[src/rtl/sequenciador_transmissao_bcd_pkg.sv]
// rtl/sequenciador_transmissao_bcd_pkg.sv - shared states and BCD/ASCII constants for the BCD transmit sequencer
package sequenciador_transmissao_bcd_pkg;

  localparam int DB_ESTADO_W = 4;

  typedef enum logic [DB_ESTADO_W-1:0] {
    INICIAL   = 4'd0,
    PREPARA   = 4'd1,
    TRANSMITE = 4'd2,
    ESPERA    = 4'd3,
    PROXIMO   = 4'd4,
    FINAL     = 4'd5,
    ERRO      = 4'd6
  } estado_t;

  localparam logic [3:0] ASCII_PREFIXO = 4'b0011;
  localparam logic [3:0] BCD_ZERO      = 4'd0;

  function automatic logic [7:0] bcd_para_ascii(input logic [3:0] digito);
    return {ASCII_PREFIXO, digito};
  endfunction

endpackage

[src/rtl/sequenciador_transmissao_bcd_contador_timeout.sv]
// rtl/sequenciador_transmissao_bcd_contador_timeout.sv - per-digit wait counter, fim flags the last allowed cycle
module contador_timeout #(
  parameter int TIMEOUT_CICLOS = 10000
) (
  input  logic clock,
  input  logic reset,
  input  logic limpa,
  input  logic conta,
  output logic fim
);

  localparam int W = (TIMEOUT_CICLOS > 1) ? $clog2(TIMEOUT_CICLOS) : 1;
  localparam logic [W-1:0] ULTIMO = W'(TIMEOUT_CICLOS - 1);

  logic [W-1:0] contagem;

  // Saturates at the last count so the flag stays stable if the FSM lingers.
  always_ff @(posedge clock or negedge reset) begin
    if (!reset) begin
      contagem <= '0;
    end else if (limpa) begin
      contagem <= '0;
    end else if (conta && !fim) begin
      contagem <= contagem + 1'b1;
    end
  end

  assign fim = (contagem == ULTIMO);

endmodule

[src/rtl/sequenciador_transmissao_bcd.sv]
// rtl/sequenciador_transmissao_bcd.sv - sends a packed BCD measurement digit by digit, MSD first; SUPRIME_ZEROS_EN skips leading zeros
module sequenciador_transmissao_bcd
  import sequenciador_transmissao_bcd_pkg::*;
#(
  parameter int NUM_BYTES      = 2,
  parameter int TIMEOUT_CICLOS = 10000
) (
  input  logic                   clock,
  input  logic                   reset,
  input  logic                   partida,
  input  logic [8*NUM_BYTES-1:0] medida,
  input  logic                   pronto_tx,
  output logic [7:0]             bcd_sel,
  output logic                   seletor_valor,
  output logic                   inicio_tx,
  output logic                   ocupado,
  output logic                   pronto,
  output logic                   erro,
  output logic [DB_ESTADO_W-1:0] db_estado
);

  localparam int NUM_DIGITOS = 2 * NUM_BYTES;
  localparam int IDX_W       = $clog2(NUM_DIGITOS);
  localparam logic [IDX_W-1:0] IDX_ULTIMO = IDX_W'(NUM_DIGITOS - 1);
  localparam logic [IDX_W-1:0] BYTE_MSB   = IDX_W'(NUM_BYTES - 1);

  estado_t                estado;
  logic [8*NUM_BYTES-1:0] medida_reg;
  logic [IDX_W-1:0]       idx;
  logic [IDX_W-1:0]       byte_idx;
  logic [7:0]             byte_atual;
  logic                   fim_timeout;

  // Two digits per byte; the most significant byte is sent first.
  assign byte_idx   = BYTE_MSB - (idx >> 1);
  assign byte_atual = medida_reg[8*byte_idx +: 8];
  assign db_estado  = estado;

`ifdef SUPRIME_ZEROS_EN
  logic [3:0] digito_atual;
  logic       achou_nao_zero;
  assign digito_atual = idx[0] ? byte_atual[3:0] : byte_atual[7:4];
`endif

  contador_timeout #(
    .TIMEOUT_CICLOS(TIMEOUT_CICLOS)
  ) u_timeout (
    .clock (clock),
    .reset (reset),
    .limpa (estado == TRANSMITE),
    .conta (estado == ESPERA),
    .fim   (fim_timeout)
  );

  always_ff @(posedge clock or negedge reset) begin
    if (!reset) begin
      estado         <= INICIAL;
      medida_reg     <= '0;
      idx            <= '0;
      bcd_sel        <= '0;
      seletor_valor  <= 1'b0;
      inicio_tx      <= 1'b0;
      ocupado        <= 1'b0;
      pronto         <= 1'b0;
      erro           <= 1'b0;
`ifdef SUPRIME_ZEROS_EN
      achou_nao_zero <= 1'b0;
`endif
    end else begin
      inicio_tx <= 1'b0;
      pronto    <= 1'b0;
      erro      <= 1'b0;
      case (estado)
        INICIAL: begin
          if (partida) begin
            medida_reg     <= medida;
            idx            <= '0;
            ocupado        <= 1'b1;
            estado         <= PREPARA;
`ifdef SUPRIME_ZEROS_EN
            achou_nao_zero <= 1'b0;
`endif
          end
        end
        PREPARA: begin
          bcd_sel       <= byte_atual;
          seletor_valor <= ~idx[0];
`ifdef SUPRIME_ZEROS_EN
          // The last digit is always sent so an all-zero value still shows "0".
          if (!achou_nao_zero && digito_atual == BCD_ZERO && idx != IDX_ULTIMO) begin
            estado <= PROXIMO;
          end else begin
            achou_nao_zero <= 1'b1;
            inicio_tx      <= 1'b1;
            estado         <= TRANSMITE;
          end
`else
          inicio_tx <= 1'b1;
          estado    <= TRANSMITE;
`endif
        end
        TRANSMITE: begin
          estado <= ESPERA;
        end
        ESPERA: begin
          if (pronto_tx) begin
            estado <= PROXIMO;
          end else if (fim_timeout) begin
            erro   <= 1'b1;
            estado <= ERRO;
          end
        end
        PROXIMO: begin
          if (idx == IDX_ULTIMO) begin
            pronto <= 1'b1;
            estado <= FINAL;
          end else begin
            idx    <= idx + 1'b1;
            estado <= PREPARA;
          end
        end
        FINAL, ERRO: begin
          ocupado <= 1'b0;
          estado  <= INICIAL;
        end
        default: begin
          ocupado <= 1'b0;
          estado  <= INICIAL;
        end
      endcase
    end
  end

endmodule

[config.mk]
export PLATFORM = sky130hd
export DESIGN_NAME = sequenciador_transmissao_bcd
export DESIGN_NICKNAME = d
export VERILOG_FILES = /design/src/rtl/sequenciador_transmissao_bcd_pkg.sv /design/src/rtl/sequenciador_transmissao_bcd_contador_timeout.sv /design/src/rtl/sequenciador_transmissao_bcd.sv
export SDC_FILE = /design/constraint.sdc
export NUM_CORES = 1
export LEC_CHECK = 0
export ABC_AREA = 1
export CORE_ASPECT_RATIO = 0.75
export CORE_UTILIZATION = 57
export DETAILED_ROUTE_END_ITERATION = 16
export GPL_TIMING_DRIVEN = 1
export PLACE_DENSITY = 0.84
export SLEW_MARGIN = 20
export SYNTH_ARGS = -nofsm -noshare
export SYNTH_HDL_FRONTEND = slang
export SYNTH_SLANG_ARGS = --single-unit
export TNS_END_PERCENT = 20
[constraint.sdc]
create_clock -name clock -period 3 [get_ports clock]
set_input_delay 0.6 -clock clock [delete_from_list [all_inputs] [get_ports clock]]
set_output_delay 0.6 -clock clock [all_outputs]
set_load 0.03 [all_outputs]
==> flow_summary.ini <==
[status]
status = complete, no violations

[power_and_ir_drop]
power.leakage_nw = 1.29
power.density_cell_area_nw_per_um2 = 898
ir_drop_mv = 0.536

[synth]
synth_area_per_cell_sq_um = 9.00
synth-simple-area-share = 0.271
synth_xor_xnor_area_share = 0.0190
synthCells = 256
synth.yosys.warnings = 0
compound_gate_portion_of_the_synthesized_area = 0.0543
netlist-cell-type-count = 32
yosys.cell_count.top_type = sky130_fd_sc_hd__nand2_1
synthTopCellsByArea = sky130_fd_sc_hd__dfrtp_1, sky130_fd_sc_hd__nand2_1, sky130_fd_sc_hd__nor2_1, sky130_fd_sc_hd__mux2_1, sky130_fd_sc_hd__nand3_1
synth-main-ff-cell = sky130_fd_sc_hd__dfrtp_1
synthArstFlopShare = 1.00
synth_seq_area_share = 0.521
number_of_register_bits_inferred_by_synthesis = 48
top_cells_by_instance_count_after_synthesis = sky130_fd_sc_hd__nand2_1, sky130_fd_sc_hd__dfrtp_1, sky130_fd_sc_hd__nor2_1, sky130_fd_sc_hd__inv_1, sky130_fd_sc_hd__nand3_1
yosys.area_share.adder = 0.0109
synth_top_family_by_area = simple AND/OR/NAND/NOR gates
post_synth_mux_area_share = 0.0684
synth_edf_count = 0
syn-num-nets = 278
cell_area_synth_sq_um = 2300
synth_top_cell_area_share = 0.521
netlist.top_cell.by_area = sky130_fd_sc_hd__dfrtp_1

[grt]
global_route.usage.total = 0.245
grt_antenna_before_repair = 0
grt_pass1_wl_um = 7820
grt_pass1_vias = 1790
grt_start_max_net_pins = 49
grt_remaining_overflow = 0

[clock_tree]
clk_tree_root_cell = sky130_fd_sc_hd__clkbuf_8
clkTransAtPathRegs_ns = 0.08
tritoncts = built
post_cts_resized = 0
post_cts_hold_buffer_count = 0
cts_setup_buffers = 0
cts-htree-levels = 2
clock_sink_count = 48
cts_inserted_buffers = 5
clkLatencyLatePin_ns = 0.30
clk_path_buf_depth = 2

[route]
routed_wirelength_um = 4580
vias = 1866
avgRoutedWirePerCell_um = 13.3
drt-vias-per-instance = 5.44
antenna_violating_nets_post_route = 0
drt_drc_violations_left = 0
drt_first_iter_violations = 159
detailedRoute.firstPassIterationCount = 4

[timing]
grt_setup_unrepaired = no
min_period_ns = 2.11
finalSetupViolations = 0
timing_max_transition_violations_final = 0
layout_worst_path_cycle_share = 0.702
fin_tns_setup_ns = 0
hold_violations = 0
final.setup_skew_ns = 0.00513
headroom_to_the_max_slew_limit = 0.465
max_freq_mhz = 475
fin_ws_ns = 0.894
tightestPinTransition_ns = 0.801

[worst_setup_path]
worst-endpoint-arrival_ns = 1.51
worst_setup_path_end_kind = primary output
cp_slowest_stage_delay_ns = 0.72
cp-startpoint = db_estado[1]
crit_required_ns = 2.40
critical_path_cell_count = 1
timing_worst_setup_path_type = reg2out
ff2ff_setup_slack_ns = 1.05
critPathBufInv = 1
critical_path.max_fanout = 7
critical_path.reg2reg.startpoint = db_estado[2]
r2r_end = idx[0]
cp_max_delay_cell = sky130_fd_sc_hd__clkdlybuf4s50_1
crit_end = db_estado[1]
reg2regPathDepth = 5
setup.worst_path.start_class = flip-flop
path_cells = clkdlybuf4s50_1
critical-path-top-delay-family = buffers and inverters

[floorplanning]
chipHeight_um = 57.1
io_pins = 37
coreArea_sq_um = 3760
effective_utilization_at_floorplan = 0.614
design.die.area_sq_um = 4300
chipWidth_um = 75.4
row_count = 19

[place]
placement.setup.worst_slack_ns = 0.633
gp_congestion = 0.848
portbufs = 35
detailedPlacementHpwl_um = 3190

[cells_and_area]
layout-drive-gt1-share = 0.0859
synthToLayoutAreaGrowth_pct = 20.0
largest_register_ff_count = 16
utilization = 0.736
insertedDiodeCount = 0
num-nets-final = 312

[flow_run]
max_cap_violations = 0

[min_path]
worstHoldPathType = in2async
[layout by cell type, fill, tap and decap left out, drive strengths merged, types with 2 or more instances in the layout]
cell type | netlist | final
nand2 | 67 | 67
dfrtp | 48 | 48
nor2 | 35 | 35
clkdlybuf4s50 | 0 | 34
inv | 21 | 21
nand3 | 16 | 16
mux2 | 14 | 14
nand4 | 10 | 10
o21ai | 10 | 10
o31ai | 6 | 6
clkbuf | 2 | 6
a21oi | 3 | 3
xor2 | 3 | 3
nand3b | 3 | 3
nor3 | 3 | 3
xnor2 | 2 | 2
ha | 2 | 2
clkinv | 0 | 2
[worst min-delay path by stage]
stage / start / to / slack, ns / cells past startpoint
floorplan: reset / bcd_sel[0] / 0.30 / 0
global placement: bcd_sel[3] / bcd_sel[3] / 0.46 / 2
detailed placement: bcd_sel[5] / bcd_sel[5] / 0.48 / 2
CTS: reset / medida_reg[5] / 0.50 / 1
global route: reset / medida_reg[13] / 0.33 / 1
finish: reset / medida_reg[5] / 0.29 / 1
[report_power, final]
group          switching (mW)  internal, mW  total (mW)  leakage (nW)
Clock                   0.208         0.184       0.392        0.0510
Sequential              0.158         0.876        1.03         0.606
Combinational           0.638         0.419        1.06         0.630
[through the flow]
step,hold slack [ns],power (mW),area (sq um),std cells
floorplan,0.304,1.77,2300,256
global placement,0.465,2.06,2670,335
detailed placement,0.475,2.11,2670,335
CTS,0.495,2.50,2760,343
global route,0.330,2.65,2770,343
finish,0.292,2.48,2770,343
[logic make-up after synthesis]
kind of cell	Yosys count
xor+xnor	5
other cells	1
flops	48
fa+ha+maj	2
mux	14
compound gates	21
simple gates	136
buf+inv	29
[layer usage]
layer	vias to the layer above	routed length, um	part of all wire	global-route usage
met5	-	0	0	0
met4	0	53	0.012	0.0926
met3	6	259	0.057	0.0495
met2	58	2200	0.48	0.384
met1	901	2070	0.45	0.339
li1	901	-	-	-
[final cells by class]
type                    instances  area [sq um]
clock buffers                   6          82.6
repair buffers                 35           348
flip-flops and latches         48          1200
well taps                      52          65.1
fillers                       289           991
inverters                      21          78.8
multi-input cells             179           980
clock inverters                 2          10.0
No activity file was read; power rests on OpenSTA's default activity.
